<file path="src/rtl/keccak_pkg_mine.sv">
// Shared Keccak constants: rate sizes, lane width, mode encodings and
// words-per-block counts for the SHAKE squeeze path.
package keccak_pkg_mine;

  localparam int w             = 64;
  localparam int RATE_SHAKE128 = 1344;
  localparam int RATE_SHAKE256 = 1088;

  localparam logic [10:0] RATE_SHAKE128_VEC = 11'd1344;
  localparam logic [10:0] RATE_SHAKE256_VEC = 11'd1088;

  localparam logic [1:0] SHAKE128_MODE_VEC = 2'b10;
  localparam logic [1:0] SHAKE256_MODE_VEC = 2'b11;

  localparam logic [4:0] WPB_SHAKE128 = 5'd21;
  localparam logic [4:0] WPB_SHAKE256 = 5'd17;

endpackage

</file>
<file path="src/rtl/shake_squeeze_serializer_pkg.sv">
// Serializer-local types and helpers: FSM encoding, mode decode,
// per-mode word count and per-word valid-bit count.
package shake_squeeze_serializer_pkg;
  import keccak_pkg_mine::*;

  typedef enum logic {
    ST_IDLE = 1'b0,
    ST_SEND = 1'b1
  } state_e;

  // True for the two squeeze modes this stage can serialize.
  function automatic logic mode_supported(input logic [1:0] mode);
    return (mode == SHAKE128_MODE_VEC) || (mode == SHAKE256_MODE_VEC);
  endfunction

  // Lanes per rate block; unsupported modes never reach SEND.
  function automatic logic [4:0] wpb_for(input logic [1:0] mode);
    return (mode == SHAKE256_MODE_VEC) ? WPB_SHAKE256 : WPB_SHAKE128;
  endfunction

  // Valid bits in the next word: min(remaining, 64).
  function automatic logic [6:0] word_bits(input logic [31:0] rem);
    return (rem >= 32'd64) ? 7'd64 : rem[6:0];
  endfunction

endpackage

</file>
<file path="src/rtl/shake_squeeze_serializer_if.sv">
// Block-in / word-out stream bundle of the squeeze serializer.
// master = upstream producer + downstream consumer side, slave = serializer.
interface shake_squeeze_serializer_if #(
  parameter int W        = 64,
  parameter int RATE_MAX = 1344
);
  logic                block_valid;
  logic                block_ready;
  logic [RATE_MAX-1:0] rate_in;
  logic [1:0]          operation_mode_in;
  logic [31:0]         output_size_in;
  logic [W-1:0]        dout;
  logic                dout_valid;
  logic                dout_ready;
  logic [6:0]          dout_bits;
  logic                dout_last;
  logic                mode_error;

  modport master (
    output block_valid, rate_in, operation_mode_in, output_size_in, dout_ready,
    input  block_ready, dout, dout_valid, dout_bits, dout_last, mode_error
  );

  modport slave (
    input  block_valid, rate_in, operation_mode_in, output_size_in, dout_ready,
    output block_ready, dout, dout_valid, dout_bits, dout_last, mode_error
  );
endinterface

</file>
<file path="src/rtl/regn_mine.sv">
// Plain N-bit register with asynchronous active-low clear.
module regn_mine #(
  parameter int N = 1
) (
  input  logic         clk,
  input  logic         rst_n,
  input  logic [N-1:0] d,
  output logic [N-1:0] q
);

  // Capture d every cycle; clear immediately on reset.
  always_ff @(posedge clk or negedge rst_n) begin
    if (!rst_n) begin
      q <= '0;
    end else begin
      q <= d;
    end
  end

endmodule

</file>
<file path="src/rtl/shake_squeeze_serializer_lane_selector.sv">
// Indexed lane mux over the rate block plus the tail mask that keeps only
// the top `bits` bits of the selected lane (bits = 0 yields all zeros).
module lane_selector #(
  parameter int W        = 64,
  parameter int RATE_MAX = 1344
) (
  input  logic [RATE_MAX-1:0] block,
  input  logic [4:0]          idx,
  input  logic [6:0]          bits,
  output logic [W-1:0]        word
);

  localparam int NLANES = RATE_MAX / W;

  logic [W-1:0] lane_s;
  logic [W-1:0] mask_s;

  // Pick lane idx; lane 0 sits at the top of the block.
  always_comb begin
    lane_s = '0;
    for (int i = 0; i < NLANES; i++) begin
      if (idx == 5'(i)) begin
        lane_s = block[RATE_MAX-1-i*W -: W];
      end else begin
        lane_s = lane_s;
      end
    end
  end

  // Keep the top `bits` bits; a shift of W or more clears the shifted ones.
  always_comb begin
    mask_s = ~({W{1'b1}} >> bits);
    word   = lane_s & mask_s;
  end

endmodule

</file>
<file path="src/rtl/shake_squeeze_serializer.sv">
// SHAKE squeeze output stage: takes one rate block per squeeze and emits it
// as 64-bit lane words on a valid/ready stream, truncated to the requested
// output length, with the final word flagged.
module shake_squeeze_serializer
  import keccak_pkg_mine::*;
  import shake_squeeze_serializer_pkg::*;
#(
  parameter int W        = w,
  parameter int RATE_MAX = RATE_SHAKE128
) (
  input logic                      clk,
  input logic                      rst,
  shake_squeeze_serializer_if.slave bus
);

  state_e              state_q, state_d;
  logic [4:0]          word_idx_q, word_idx_d;
  logic                dout_valid_q, dout_valid_d;
  logic [6:0]          dout_bits_q, dout_bits_d;
  logic                dout_last_q, dout_last_d;
  logic                mode_error_q, mode_error_d;
  logic [RATE_MAX-1:0] block_q, block_d;
  logic [1:0]          mode_q, mode_d;
  logic [31:0]         rem_q, rem_d;

  logic [4:0]          wpb_s;
  logic                hs_s;
  logic                end_s;
  logic                block_ready_s;
  logic                load_s;
  logic                send_s;
  logic [W-1:0]        word_s;

  regn_mine #(.N(RATE_MAX)) u_block_reg (.clk(clk), .rst_n(rst), .d(block_d), .q(block_q));
  regn_mine #(.N(2))        u_mode_reg  (.clk(clk), .rst_n(rst), .d(mode_d),  .q(mode_q));
  regn_mine #(.N(32))       u_rem_reg   (.clk(clk), .rst_n(rst), .d(rem_d),   .q(rem_q));

  lane_selector #(.W(W), .RATE_MAX(RATE_MAX)) u_lane_selector (
    .block (block_q),
    .idx   (word_idx_q),
    .bits  (dout_bits_q),
    .word  (word_s)
  );

  // Handshake and end-of-block detection; block_ready reopens in the final
  // handshake cycle so a waiting block can follow without a bubble.
  always_comb begin
    wpb_s         = wpb_for(mode_q);
    hs_s          = dout_valid_q && bus.dout_ready;
    end_s         = hs_s && (dout_last_q || (word_idx_q == (wpb_s - 5'd1)));
    block_ready_s = (state_q == ST_IDLE) || end_s;
    load_s        = block_ready_s && bus.block_valid;
  end

  // Next-state: load a block, advance a word, or close the block.
  // The output flops are derived from the next state so they are registered.
  always_comb begin
    state_d      = state_q;
    word_idx_d   = word_idx_q;
    mode_error_d = mode_error_q;
    block_d      = block_q;
    mode_d       = mode_q;
    rem_d        = rem_q;
    if (load_s) begin
      block_d    = bus.rate_in;
      mode_d     = bus.operation_mode_in;
      rem_d      = bus.output_size_in;
      word_idx_d = 5'd0;
      if (!mode_supported(bus.operation_mode_in)) begin
        mode_error_d = 1'b1;
        state_d      = ST_IDLE;
      end else if (bus.output_size_in == 32'd0) begin
        state_d = ST_IDLE;
      end else begin
        state_d = ST_SEND;
      end
    end else if (end_s) begin
      rem_d      = rem_q - {25'd0, dout_bits_q};
      word_idx_d = 5'd0;
      state_d    = ST_IDLE;
    end else if (hs_s) begin
      rem_d      = rem_q - {25'd0, dout_bits_q};
      word_idx_d = word_idx_q + 5'd1;
    end else begin
      state_d = state_q;
    end
    send_s       = (state_d == ST_SEND);
    dout_valid_d = send_s;
    dout_bits_d  = send_s ? word_bits(rem_d) : 7'd0;
    dout_last_d  = send_s && (rem_d <= 32'd64);
  end

  // FSM state, word index and registered stream outputs.
  always_ff @(posedge clk or negedge rst) begin
    if (!rst) begin
      state_q      <= ST_IDLE;
      word_idx_q   <= 5'd0;
      dout_valid_q <= 1'b0;
      dout_bits_q  <= 7'd0;
      dout_last_q  <= 1'b0;
      mode_error_q <= 1'b0;
    end else begin
      state_q      <= state_d;
      word_idx_q   <= word_idx_d;
      dout_valid_q <= dout_valid_d;
      dout_bits_q  <= dout_bits_d;
      dout_last_q  <= dout_last_d;
      mode_error_q <= mode_error_d;
    end
  end

  assign bus.block_ready = block_ready_s;
  assign bus.dout        = word_s;
  assign bus.dout_valid  = dout_valid_q;
  assign bus.dout_bits   = dout_bits_q;
  assign bus.dout_last   = dout_last_q;
  assign bus.mode_error  = mode_error_q;

endmodule

</file>
<file path="src/flat_wrapper.sv">
// flat-port wrapper written by rule: the top's interface ports become plain ports
module shake_squeeze_serializer_flat import keccak_pkg_mine::*; import shake_squeeze_serializer_pkg::*;
#(
  parameter int W        = w,
  parameter int RATE_MAX = RATE_SHAKE128
)
  (clk, rst, bus_block_valid, bus_rate_in, bus_operation_mode_in, bus_output_size_in, bus_dout_ready, bus_block_ready, bus_dout, bus_dout_valid, bus_dout_bits, bus_dout_last, bus_mode_error);
  shake_squeeze_serializer_if #(.W(W), .RATE_MAX(RATE_MAX)) bus_i ();
  input logic clk;
  input logic rst;
  input wire logic [$bits(bus_i.block_valid)-1:0] bus_block_valid;
  input wire logic [$bits(bus_i.rate_in)-1:0] bus_rate_in;
  input wire logic [$bits(bus_i.operation_mode_in)-1:0] bus_operation_mode_in;
  input wire logic [$bits(bus_i.output_size_in)-1:0] bus_output_size_in;
  input wire logic [$bits(bus_i.dout_ready)-1:0] bus_dout_ready;
  output wire logic [$bits(bus_i.block_ready)-1:0] bus_block_ready;
  output wire logic [$bits(bus_i.dout)-1:0] bus_dout;
  output wire logic [$bits(bus_i.dout_valid)-1:0] bus_dout_valid;
  output wire logic [$bits(bus_i.dout_bits)-1:0] bus_dout_bits;
  output wire logic [$bits(bus_i.dout_last)-1:0] bus_dout_last;
  output wire logic [$bits(bus_i.mode_error)-1:0] bus_mode_error;
  assign bus_i.block_valid = bus_block_valid;
  assign bus_i.rate_in = bus_rate_in;
  assign bus_i.operation_mode_in = bus_operation_mode_in;
  assign bus_i.output_size_in = bus_output_size_in;
  assign bus_i.dout_ready = bus_dout_ready;
  assign bus_block_ready = bus_i.block_ready;
  assign bus_dout = bus_i.dout;
  assign bus_dout_valid = bus_i.dout_valid;
  assign bus_dout_bits = bus_i.dout_bits;
  assign bus_dout_last = bus_i.dout_last;
  assign bus_mode_error = bus_i.mode_error;
  shake_squeeze_serializer #(.W(W), .RATE_MAX(RATE_MAX)) u_core (.clk(clk), .rst(rst), .bus(bus_i));
endmodule
</file>
<file path="config.mk">
export PLATFORM = sky130hd
export DESIGN_NAME = shake_squeeze_serializer_flat
export DESIGN_NICKNAME = d
export VERILOG_FILES = /design/src/rtl/keccak_pkg_mine.sv /design/src/rtl/shake_squeeze_serializer_pkg.sv /design/src/rtl/shake_squeeze_serializer_if.sv /design/src/rtl/regn_mine.sv /design/src/rtl/shake_squeeze_serializer_lane_selector.sv /design/src/rtl/shake_squeeze_serializer.sv /design/src/flat_wrapper.sv
export SDC_FILE = /design/constraint.sdc
export NUM_CORES = 2
export LEC_CHECK = 0
export ABC_AREA = 1
export CAP_MARGIN = 0
export CORE_AREA = 2 2 561 563
export DETAILED_ROUTE_END_ITERATION = 10
export DIE_AREA = 0 0 563 565
export PLACE_DENSITY = 0.42
export RECOVER_POWER = 25
export SKIP_CTS_REPAIR_TIMING = 1
export SKIP_LAST_GASP = 1
export SYNTH_ARGS = -nofsm -noshare
export SYNTH_HDL_FRONTEND = slang
export SYNTH_SLANG_ARGS = --single-unit
</file>
<file path="constraint.sdc">
create_clock -name clk -period 3.8 [get_ports clk]
set_input_delay 0.76 -clock clk [delete_from_list [all_inputs] [get_ports clk]]
set_output_delay 0.76 -clock clk [all_outputs]
set_load 0.03 [all_outputs]
</file>
Word level (Yosys, flattened, before mapping)
Index checks and enable logic that the tools add are counted.
{"block": "totals", "ff_bits": 1393, "latchBits": 0, "ram_bits": 0, "romBits": 0, "output_inout_bits": 75, "wordCells": 87, "mem_count": 0}
{"block": "classes", "add_sub_neg": 3, "multipliers": 0, "n_div": 0, "order_cmp": 2, "eq_ne": 24, "shifts": 1, "muxes": 34, "bitwise": 4, "reduce_logical": 11}
{"operator": "$mux W64", "n": 21}
{"operator": "$mux W32", "n": 3}
{"operator": "$and A64 B64 Y64", "n": 1}
{"operator": "$not A64 Y64", "n": 1}
{"operator": "$shr A64 B7 Y64 const A", "n": 1}
{"operator": "$eq A5 B4 Y1 const B", "n": 8}
{"operator": "$ge A32 B7 Y1 const B", "n": 1}
{"operator": "$le A32 B7 Y1 const B", "n": 1}
{"operator": "$logic_not A32 Y1", "n": 1}
{"operator": "$sub A32 B7 Y32", "n": 1}
{"operator": "$eq A5 B5 Y1 const B", "n": 5}
{"operator": "$eq A5 B3 Y1 const B", "n": 4}
{"operator": "$mux W5", "n": 3}
{"operator": "$mux W7", "n": 2}
{"operator": "$eq A5 B2 Y1 const B", "n": 2}
{"operator": "$eq A2 B2 Y1 const B", "n": 3}
{"operator": "$add A5 B1 Y5 const B", "n": 1}
{"operator": "$eq A5 B1 Y1 const B", "n": 1}
{"operator": "$eq A5 B5 Y1", "n": 1}
{"operator": "$logic_not A5 Y1", "n": 1}
{"operator": "$sub A5 B1 Y5 const B", "n": 1}
{"operator": "$logic_and A1 B1 Y1", "n": 4}
{"operator": "$mux W1", "n": 4}
{"operator": "$logic_or A1 B1 Y1", "n": 3}
{"operator": "other kinds (4)", "n": 5}

Depth between registers and ports, before layout
{"block": "depth", "depth_word": 23, "depth_mapped": 28, "mapped_depth_nobuf": 27}

Hierarchy
From an unflattened synthesis, not the netlist that was laid out.
{"block": "unflattened", "cells_unflattened": 9162, "area_unflattened_um2": 66288.6}
{"mod": "regn_mine (u_core.u_block_reg)", "instances": 1, "cells_per_inst": 1344, "area_per_inst_um2": 33632.3}
{"mod": "shake_squeeze_serializer", "instances": 1, "cells_per_inst": 4847, "area_per_inst_um2": 19322.3}
{"mod": "lane_selector", "instances": 1, "cells_per_inst": 2937, "area_per_inst_um2": 12483.2}
{"mod": "regn_mine (u_core.u_rem_reg)", "instances": 1, "cells_per_inst": 32, "area_per_inst_um2": 800.8}
{"mod": "regn_mine (u_core.u_mode_reg)", "instances": 1, "cells_per_inst": 2, "area_per_inst_um2": 50.0}

Worst setup path before layout
OpenSTA, ideal clock, no wires.
{"block": "synth_timing", "kind": "register -> output", "startpoint": "register u_core.word_idx_q[1]", "endpoint": "output bus_dout[13]", "arrival_ns": 2.998, "required_time_ns": 3.040, "slack_ns": 0.042, "stages_incl_launch_ff": 28, "n_path_buf": 3, "path_cell_list": "dfrtp_1 inv_1 ha_1 clkbuf_1 nand2_1 nor2_1 buf_2 buf_2 nand2_1 o211ai_1 nand3_1 nand3_1 nand2_1 nand2_1 nand3_1 nand3b_1 nand3_1 nand2_1 nand2_1 nand3_1 nand3_1 nand3_1 nand2_1 nand2_1 nand2_1 nand2_1 nand2_1 a21oi_1"}
{"block": "synth_via", "elab_chain_cells": 23}
{"item": "start: declaration", "line": "shake_squeeze_serializer.sv:17", "source": "logic [4:0] word_idx_q, word_idx_d;"}
{"item": "start signal: assignment", "line": "shake_squeeze_serializer.sv:104", "source": "word_idx_q <= word_idx_d;"}
{"item": "$logic_not A5 Y1", "line": "shake_squeeze_serializer_lane_selector.sv:22", "source": "if (idx == 5'(i)) begin"}
{"item": "$mux W64 (20 in series)", "line": "shake_squeeze_serializer_lane_selector.sv:22"}
{"item": "$mux W64 (*)", "line": "shake_squeeze_serializer_lane_selector.sv:22"}
{"item": "$and A64 B64 Y64 (*)", "line": "shake_squeeze_serializer_lane_selector.sv:33", "source": "word = lane_s & mask_s;"}
{"item": "end: declaration", "line": "flat_wrapper.sv:17", "source": "output wire logic [$bits(bus_i.dout)-1:0] bus_dout;"}
Mark *: on every way between the ends. The rest lies on a longest branch, timed or not.

Worst setup path after layout
{"block": "layout_timing", "startpoint": "register u_core.word_idx_q[2]", "endpoint": "output bus_dout[28]"}
Same word-level chain as after synthesis.

==> out/summary.txt <==
WP data arrival -> 4.72 ns
Leakage Power -> 53.46 nW
Die Y -> 565 um
CTS max path bufs -> 4
Final-report hold violation count -> 0
Total of max-cap violations -> 1
Max Clk Rate -> 182.6 MHz
Clock sinks -> 1393
Crit path time final -> 5.477 ns
DRT Wirelength -> 434300 um
Setup crit start kind -> flip-flop
Setup-violating endpoint count in the final report -> 64
Core ar. -> 311400 um2
Skew final -> 0.06134 ns
Most frequent cell on the critical path -> nand2_2
Setup WS pre-CTS -> -1.826 ns
Final net count -> 13110
Largest net degree at the start of global routing -> 211
Cell family with most CP delay -> simple AND/OR/NAND/NOR gates
Buf+Inv Stages, Crit Path -> 5
Port Buffers -> 1456
Slowest stage cell, crit path -> o211ai_1
TritonCTS clock tree -> yes
Max VDD drop -> 0.5391 mV
Rows -> 205
Top Ports -> 1457
CTS Buf Count -> 180
Layout cell share with drive strength beyond 1 -> 19.60%
Starting Density -> 22.30%
Antenna-violating nets left -> 0
Clock Root Buffer -> clkbuf_16
Worst Tran Pin Value -> 2.273 ns
Number of detailed-route iterations in the first pass -> 5
Total grt overflow -> 0
HPWL Detailed -> 346800 um
Largest stage delay, worst path -> 0.44 ns
HP Class -> in -> reg
Worst EP required -> 3.04 ns
Ys async rst share -> 100.0%
Vias per inst -> 4.580
Register area share after synthesis -> 50.19%
Mean post-synth cell area -> 7.057 um2
Routed len/inst -> 27.12 um
RSZ-0062 raised after global routing -> true
Status -> finished, violations left
Power Density -> 883.8 nW/um2
Fin. max-slew vios -> 86
Gpl congestion -> 0.9437
DRC viols -> 0
Die area -> 318100 um2
GRT Total Usage -> 26.17%
Violated checks -> capacitance limit, slew limit, setup timing
First-pass GRT wire length -> 583900 um
Final WS setup -> -1.677 ns
Die width -> 563 um
Initial antenna violation count -> 55
Worst-skew pair later-pin latency -> 0.87 ns
#FFs+latches synth -> 1393
Synthesized Nets -> 11240
Area Growth Syn to Fin -> 52.37%
Worst setup EP type -> primary output
Mapped cell area -> 69450 um2
Setup CP Type -> reg -> out
Post-Syn Instances -> 9842
Synth warnings -> 0
Max-slew headroom -> -51.51%
CTS clk-pin slew, worst paths -> 0.06 ns
DRT iter0 DRCs -> 6277
Most used DFF post-synth -> dfrtp_1
EDFF count, synth -> 0
Vias in the first global route -> 73650
CTS H-tree lvls -> 4
Final core occ -> 33.98%
Worst Path Max Fanout -> 5
Fin crit share -> 144.1%
TNS Setup -> -93.18 ns
Via count -> 73340
Cell variety after synth -> 47
cell usage after synthesis, drive strengths merged (7+ instances only):
cell / count / area, um2
dfrtp: 1393 / 34860
o221ai: 11 / 96.34
nand4: 47 / 300.3
o21ai: 301 / 1506
o22ai: 45 / 281.5
ha: 12 / 150.1
nor3: 17 / 90.09
o211ai: 21 / 157.7
nand3: 484 / 2422
inv: 587 / 2203
or2: 307 / 1921
nor2: 107 / 437.9
a21oi: 120 / 600.6
nand3b: 7 / 52.55
nand2: 5758 / 21610
nor4: 11 / 75.07
xor2: 14 / 122.6
clkbuf: 367 / 1378
buf: 204 / 965.9
metal layers:
layer  track usage [%]  vias to the layer above  part of all wire, %
met5                 0                        -                0.019
met4             11.70                       12                  5.0
met3             3.217                      550                  5.7
met2             43.64                     2682                   47
met1             33.88                    36340                   42
li1                  -                    33760                    -
final timing paths:
check / start / cells after the start / end / slack, ns
min in group asynchronous: rst / 2 / u_core.u_block_reg.q[1225] / 1.10
worst min register to register: u_core.u_block_reg.q[194] / 2 / u_core.u_block_reg.q[194] / 0.46
max in group asynchronous: rst / 4 / u_core.u_block_reg.q[840] / 0.27
worst max register to register: u_core.bus.dout_bits[2] / 21 / u_core.bus.dout_bits[3] / 0.35
worst max-delay path: u_core.word_idx_q[2] / 26 / bus_dout[28] / -1.68
worst min-delay path: bus_rate_in[129] / 3 / u_core.u_block_reg.q[129] / 0.42
per-stage QoR:
step | total power [mW] | hold slack [ns] | std cells | instance area, um2
global placement | 67.35 | 0.4460 | 15630 | 94050
global route | 98.47 | 0.3943 | 16000 | 105800
floorplan | 42.08 | 0.4345 | 9842 | 69450
finish | 93.52 | 0.4244 | 16010 | 105800
detailed placement | 67.44 | 0.4508 | 15630 | 94050
CTS | 86.00 | -0.1404 | 15940 | 100100
area by class of cell:
cell class,instances,area (um2)
Antenna cell,30,75.07
Clock buffer,252,5169
Clock inverter,61,928.4
Fill cell,33500,205600
Inverter,592,2265
Multi-Input combinational cell,7287,34930
Sequential cell,1393,34860
Tap cell,4140,5180
Timing Repair Buffer,2258,22410
power by group:
part	switching [mW]	internal (mW)
sequential	4.43	21.2
combinational	30.7	19.0
clock	7.33	10.8
total	42.4	51.1
logic make-up after synthesis:
kind of cell,after synthesis,synth area share [%]
AOI/OAI and AO/OA,514,3.981
xor gates and xnor gates,18,0.2270
adders and majority gates,13,0.2450
buffers and inverters,1163,6.574
DFF,1393,50.19
muxes,1,0.01441
and+or+nand+nor,6740,38.77
cell usage in the layout (no fill, tap or decap), types with 124 or more instances in the layout:
master           Yosys  routed
nand2_1           5758    5321
clkdlybuf4s50_1      0    1390
dfrtp_1           1393    1389
buf_4                0     579
inv_1              572     559
nand2_2              0     326
or2_2              284     277
o21ai_0            284     270
nand3_2              0     198
clkbuf_16            0     189
nand3_1            484     177
buf_6                1     124
state kept, by name, summed over array words and instances, names as in the netlist:
signal	flops
u_core.bus.dout_bits	7
u_core.bus.dout_last	1
u_core.bus.mode_error	1
u_core.state_q	1
u_core.u_block_reg.q	1344
u_core.u_mode_reg.q	2
u_core.u_rem_reg.q	32
u_core.word_idx_q	5
worst register-to-register path: cells and delay by family (launching register included):
kind	cells	cell delay, ns
AOI/OAI and AO/OA	4	0.60
adders and majority gates	1	0.35
buffers and inverters	4	0.50
xor gates and xnor gates	1	0.18
DFF	1	0.35
and+or+nand+nor	11	1.40
No activity file was read; power rests on OpenSTA's default activity.
